$ cat src/rtl/lutram_burst_reader.sv
// lutram_burst_reader: burst read controller for a 1-cycle LUTRAM read port,
// delivering beats through a 2-entry credit-controlled output buffer.
module lutram_burst_reader #(
    parameter int DATA_WIDTH = 128,
    parameter int ADDR_WIDTH = 8,
    parameter int LEN_WIDTH  = 8
) (
    input  logic                  clk,
    input  logic                  rst_n,
    input  logic                  req_valid,
    output logic                  req_ready,
    input  logic [ADDR_WIDTH-1:0] req_addr,
    input  logic [LEN_WIDTH-1:0]  req_len,
    output logic                  ram_enb,
    output logic [ADDR_WIDTH-1:0] ram_addrb,
    input  logic [DATA_WIDTH-1:0] ram_doutb,
    output logic                  out_valid,
    input  logic                  out_ready,
    output logic [DATA_WIDTH-1:0] out_data,
    output logic                  out_last,
    output logic                  busy
);
    typedef enum logic {IDLE, BURST} state_t;

    state_t                r_state, w_next;
    logic [ADDR_WIDTH-1:0] r_addr, r_addrb;
    logic [LEN_WIDTH-1:0]  r_rem;
    logic                  r_inflight, r_infl_last;
    logic [DATA_WIDTH:0]   r_mem [2];
    logic                  r_wr, r_rd;
    logic [1:0]            r_count;
    logic                  w_issue, w_pop, w_accept, w_last_issue;

    assign out_valid    = r_count != 2'd0;
    assign w_pop        = out_valid & out_ready;
    assign w_accept     = req_valid & req_ready;
    assign w_last_issue = w_issue & (r_rem == '0);
    assign ram_enb      = w_issue;
    assign ram_addrb    = w_issue ? r_addr : r_addrb;
    assign {out_last, out_data} = out_valid ? r_mem[r_rd] : '0;
    assign busy         = (r_state == BURST) | r_inflight | out_valid;

    // Credit: buffered + in-flight beats may never exceed the two buffer slots.
    always_comb begin
        w_next    = r_state;
        req_ready = 1'b0;
        w_issue   = 1'b0;
        if (r_state == IDLE) begin
            req_ready = 1'b1;
            if (req_valid) w_next = BURST;
        end else begin
            w_issue = ({1'b0, r_count} + {2'b0, r_inflight}) < (3'd2 + {2'b0, w_pop});
            if (w_issue && r_rem == '0) w_next = IDLE;
        end
    end

    always_ff @(posedge clk or negedge rst_n) begin
        if (!rst_n) begin
            r_state     <= IDLE;
            r_addr      <= '0;
            r_addrb     <= '0;
            r_rem       <= '0;
            r_inflight  <= 1'b0;
            r_infl_last <= 1'b0;
        end else begin
            r_state     <= w_next;
            r_inflight  <= w_issue;
            r_infl_last <= w_last_issue;
            if (w_accept) begin
                r_addr <= req_addr;
                r_rem  <= req_len;
            end else if (w_issue) begin
                r_addr  <= r_addr + 1'b1;
                r_rem   <= r_rem - 1'b1;
                r_addrb <= r_addr;
            end
        end
    end

    always_ff @(posedge clk or negedge rst_n) begin
        if (!rst_n) begin
            r_mem[0] <= '0;
            r_mem[1] <= '0;
            r_wr     <= 1'b0;
            r_rd     <= 1'b0;
            r_count  <= 2'd0;
        end else begin
            if (r_inflight) begin
                r_mem[r_wr] <= {r_infl_last, ram_doutb};
                r_wr        <= ~r_wr;
            end
            if (w_pop) r_rd <= ~r_rd;
            r_count <= r_count + {1'b0, r_inflight} - {1'b0, w_pop};
        end
    end
endmodule

$ cat config.mk
export PLATFORM = sky130hd
export DESIGN_NAME = lutram_burst_reader
export DESIGN_NICKNAME = d
export VERILOG_FILES = /design/src/rtl/lutram_burst_reader.sv
export SDC_FILE = /design/constraint.sdc
export NUM_CORES = 1
export LEC_CHECK = 0
export CORE_ASPECT_RATIO = 1.1
export CORE_MARGIN = 4
export CORE_UTILIZATION = 42
export CTS_CLUSTER_DIAMETER = 100
export DETAILED_ROUTE_END_ITERATION = 10
export HOLD_SLACK_MARGIN = 0.1
export PLACE_DENSITY = 0.76
export SYNTH_ARGS = -nofsm -noshare
export SYNTH_HDL_FRONTEND = slang
export SYNTH_SLANG_ARGS = --single-unit
$ cat constraint.sdc
create_clock -name clk -period 2.9 [get_ports clk]
set_input_delay 0.58 -clock clk [delete_from_list [all_inputs] [get_ports clk]]
set_output_delay 0.58 -clock clk [all_outputs]
set_load 0.02 [all_outputs]
# --- Word level (Yosys, flattened, before mapping) ---
# Cells that the tools add are included.
totals:
  reg_bits: 289
  inputBits: 148
  word_cells: 52
op_classes:
  n_reduce_logical: 5
  muxes: 17
  add_sub_neg: 6
  bitwise_logic: 9
  order_cmp: 4
ops:
  columns: ["op", "count"]
  rows:
  - ["129-bit 2-to-1 mux", 5]
  - ["258-bit bitwise mux", 1]
  - ["129-bit demux with 1-bit select", 1]
  - ["8-bit 2-to-1 mux", 5]
  - ["8-bit by 1-bit adder with 8-bit output (second input constant)", 1]
  - ["8-bit logical NOT", 1]
  - ["8-bit by 1-bit subtractor with 8-bit output (second input constant)", 1]
  - ["1-bit 2-to-1 mux", 5]
  - ["2-bit greater-or-equal comparator (second input constant)", 2]
  - ["1-bit NOT with 2-bit output", 2]
  - ["2-bit nonzero test", 2]
  - ["2-bit by 1-bit adder with 3-bit output", 1]
  - ["2-bit by 1-bit adder with 3-bit output (first input constant)", 1]
  - ["1-bit bitwise AND", 3]
  - ["3-bit < comparator", 1]
  - ["2-bit by 1-bit adder with 2-bit output", 1]
  - ["1-bit logical AND", 2]
  - ["2-bit by 1-bit < comparator with 1-bit output (second input constant)", 1]
  - ["1-bit NOT", 2]
  - ["1-bit bitwise OR", 2]
  - ["2-bit by 1-bit subtractor with 2-bit output", 1]

# --- Depth between registers and ports, before layout ---
depth:
  depth_word: 7
  depth_mapped: 7
  ltp_nobuf: 7

# --- Worst setup path after synthesis ---
# Ideal clock, no wire load.
synth_path:
  path_type: "reg2out"
  from: "register r_inflight"
  to: "output port ram_addrb[0]"
  slack_ps: 360
  stages_incl_launch_ff: 8
  arrival_time_ps: 1960
  n_path_buf: 1
  cell_sequence: "dfrtp_1 -> ha_1 -> ha_1 -> and2b_1 -> nand2_1 -> inv_2 -> buf_4 -> mux2_2"
synth_via:
  elab_chain_len: 4
synth_rtl:
  columns: ["element", "line", "text"]
  rows:
  - ["start: declaration", "28", "logic r_inflight, r_infl_last;"]
  - ["start signal: assignment", "67", "r_inflight <= w_issue;"]
  - ["2-bit by 1-bit adder with 3-bit output", "52", "w_issue = ({1'b0, r_count} + {2'b0, r_inflight}) < (3'd2 + {2'b0, w_pop});"]
  - ["3-bit < comparator", "52", null]
  - ["1-bit 2-to-1 mux", "48", "if (r_state == IDLE) begin"]
  - ["via ram_enb", "14", "output logic ram_enb,"]
  - ["8-bit 2-to-1 mux", null, null]
  - ["end: declaration", "15", "output logic [ADDR_WIDTH-1:0] ram_addrb,"]
# The timed path passes the listed nets, and every way through them passes these cells.

# --- Worst setup path after layout ---
layout_path:
  from: "register r_inflight"
  to: "output port ram_addrb[6]"
layout_via:
  elab_chain_len: 4
layout_rtl:
  columns: ["element", "line"]
  rows:
  - ["2-bit by 1-bit adder with 3-bit output", "52"]
  - ["3-bit < comparator", "52"]
  - ["1-bit 2-to-1 mux", "48"]
  - ["8-bit 2-to-1 mux", null]
# No other way between the ends.

==> qor.yml <==
skew_ns: 0.00643
p_clk_frac: 0.153
drive_above_1_share: 0.295
clockRootBuffer: "clkbuf_16"
cts_tree: "yes"
synth-seq-area-share: 0.555
clock_latency_ns: 0.54
dr_total_vias: 8907
syn_inst: 990
synth_area_leaders: "dfrtp_1 56%, mux2_2 24%, mux2i_1 9.9%"
regToRegEndpoint: "r_rem[5]$_DFFE_PN0P_"
yosys.cell_count.top_type: "dfrtp_1"
routedWlPerCell_um: 18.7
drt_pre_antenna_iters: 4
clockBufferDepth: 3
fin_nets: 1450
yosys_warnings: 0
h-tree-depth: 1
grt_max_degree: 79
syn_nets: 1144
drc: 0
p_comb_frac: 0.556
cts.reportedPaths.clkPinSlew_ns: 0.06
crit_start: "r_inflight$_DFF_PN0_"
p_switching_mw: 9.47
synthArstFlopShare: 1.00
wirelength_mm: 32.3
p_total_mw: 24.9
design.core.area_um2: 30500
port_buffers: 288
synth.top_cell.area_share: 0.555
path_max_fanout: 7
powerDensity_nw_per_um2: 1400
pin_count: 289
critPathCapture: "ram_addrb[6]"
status: "finished clean"
start_util: 0.427
antenna_left: 0
yosys-top-cells-count: "289 x dfrtp_1, 274 x mux2_2, 146 x nor2_1"
synthDistinctLibCells: 36
worstMarginPinSlew_ns: 0.853
setup_tns_ns: 0
fin_area_um2: 17800
track_usage: 0.182
fin_crit_ns: 2.84
max-vdd-ir-drop_mv: 0.995
setup_violations: 0
gp_congestion: 0.809
overflow: 0
power_frac_seq: 0.291
nFillCells: 2502
p_sw_frac: 0.381
synth_top_area_cell: "dfrtp_1"
reg2reg_from: "r_inflight$_DFF_PN0_"
area_growth_pct: 36.9
critPathLaunchType: "register"
reg2reg_depth: 6
grt_antenna_before_repair: 1
dp_hpwl_mm: 20.9
diodes: 0
grt_pass1_vias: 9307
cts_inserted_buffers: 31
max-slew-margin-rel: 0.430
end_kind: "output port"
drv_slew: 0
cap_violations: 0
cts_sinks: 289
die_area_um2: 33900
fmax_mhz: 353
cp.required_ns: 2.32
arrival_ns: 2.26
die_y_um: 193
first_iter_violations: 362
ys_ff_latch: 289
hp-class: "reg2reg"
pre_cts_ws_ns: -0.272
die_x_um: 176
drt-vias-per-instance: 5.14
setup_ws_ns: 0.0639
fin_crit_sh: 0.978
p_int_mw: 15.4
synth_edf_count: 0
leakagePower_nw: 8.23
final_hold_viol_count: 0
synth_flop_cell: "dfrtp_1"
fp-row-count: 67
reg2reg_slack_ns: 0.60
avgSynthCellArea_um2: 13.2
grt_pass1_wl_mm: 50.4
path_class: "reg2out"
placed_area_um2: 16600
synthesis.area_um2: 13000
## stage by stage
step | cells | hold WS (ns) | util
after global placement | 1662 | 0.483 | 0.544
after global routing | 1732 | 0.510 | 0.584
final | 1732 | 0.496 | 0.584
after detailed placement | 1662 | 0.491 | 0.544
after CTS | 1727 | 0.505 | 0.578
after floorplan | 990 | 0.284 | -
## power by group through the flow
stage	Sequential [mW]	Combinational, mW	Clock (mW)
floorplan	6.95	8.67	0
global placement	7.25	13.7	0
detailed placement	7.38	13.8	0
CTS	7.29	13.9	3.92
global route	7.51	14.9	4.09
finish	7.25	13.8	3.80
## worst max-delay path, cell delays in order (launching register included)
cell	delay, ns
dfrtp_1	0.39
ha_1	0.23
ha_4	0.17
and2b_2	0.24
nand2_4	0.09
inv_6	0.10
mux2_2	0.33
buf_2	0.16
## layout make-up
| type | count | area [µm²] | share of cell area |
|---|---|---|---|
| flip-flops and latches | 289 | 7240 | 0.406 |
| clock buffers | 48 | 930 | 0.0522 |
| repair buffers | 334 | 3490 | 0.196 |
| multi-input cells | 629 | 5540 | 0.311 |
| well taps | 414 | 518 | 0.0291 |
| clock inverters | 7 | 60.1 | 0.00337 |
| inverters | 10 | 42.5 | 0.00239 |
| repair inverters | 1 | 7.51 | 0.000421 |
## state kept, by name, summed over array words and instances, names as in the netlist
name         flops
r_mem          258
r_addr           8
r_addrb          8
r_rem            8
r_count          2
r_infl_last      1
r_inflight       1
r_rd             1
r_state          1
r_wr             1
## per-layer routing
layer / share of wire / global-route usage
met5: 0.00040 / 0
met3: 0.072 / 0.0435
met2: 0.51 / 0.319
met4: 0.014 / 0.0294
met1: 0.40 / 0.236
## cell families (layout without fill, tap and decap cells)
kind of cell    after synthesis  in the layout  share of synthesized area
xor+xnor                      4              4                    0.00269
flops                       289            289                      0.555
simple gates                183            183                     0.0603
mux                         403            403                      0.336
compound gates               33             33                     0.0172
fa+ha+maj                     6              6                    0.00576
buf+inv                      72            400                     0.0226
## how the worst min path moves through the flow
stage,from,end,cells past startpoint
6_report,r_infl_last$_DFF_PN0_,r_mem[128]$_DFFE_PN0P_,1
5_1_grt,r_mem[45]$_DFFE_PN0P_,r_mem[45]$_DFFE_PN0P_,1
4_1_cts,r_infl_last$_DFF_PN0_,r_mem[128]$_DFFE_PN0P_,1
3_5_place_dp,r_infl_last$_DFF_PN0_,r_mem[128]$_DFFE_PN0P_,1
3_3_place_gp,r_infl_last$_DFF_PN0_,r_mem[128]$_DFFE_PN0P_,1
2_1_floorplan,rst_n,r_addr[0]$_DFFE_PN0P_,0
## what timing repair did
item | 4_1_cts | 5_1_grt
pin swaps | 2 | 1
hold buffers | 1 | 0
endpoints found under the hold margin | 60 | 0
buffers inserted | 7 | 4
cloned | 2 | 1
endpoints found under the setup margin | 125 | 100
resized for setup | 77 | 45
## cells in the final DEF (no fill, tap or decap), types with 3 or more instances in the layout
cell	count
a31oi_1	12
buf_12	13
buf_2	9
buf_4	26
clkbuf_1	8
clkbuf_16	32
clkbuf_8	9
clkdlybuf4s50_1	205
clkinv_2	6
dfrtp_1	287
dlygate4sd2_1	34
dlymetal6s2s_1	39
ha_1	5
inv_1	9
mux2_2	274
mux2i_1	129
nand2_1	5
nand4_1	3
nor2_1	145
nor3_1	3
o211ai_1	3
o21ai_0	6
o31ai_1	6
or3_1	5
or4_1	7
xnor2_1	3
No activity file was read; power rests on OpenSTA's default activity.
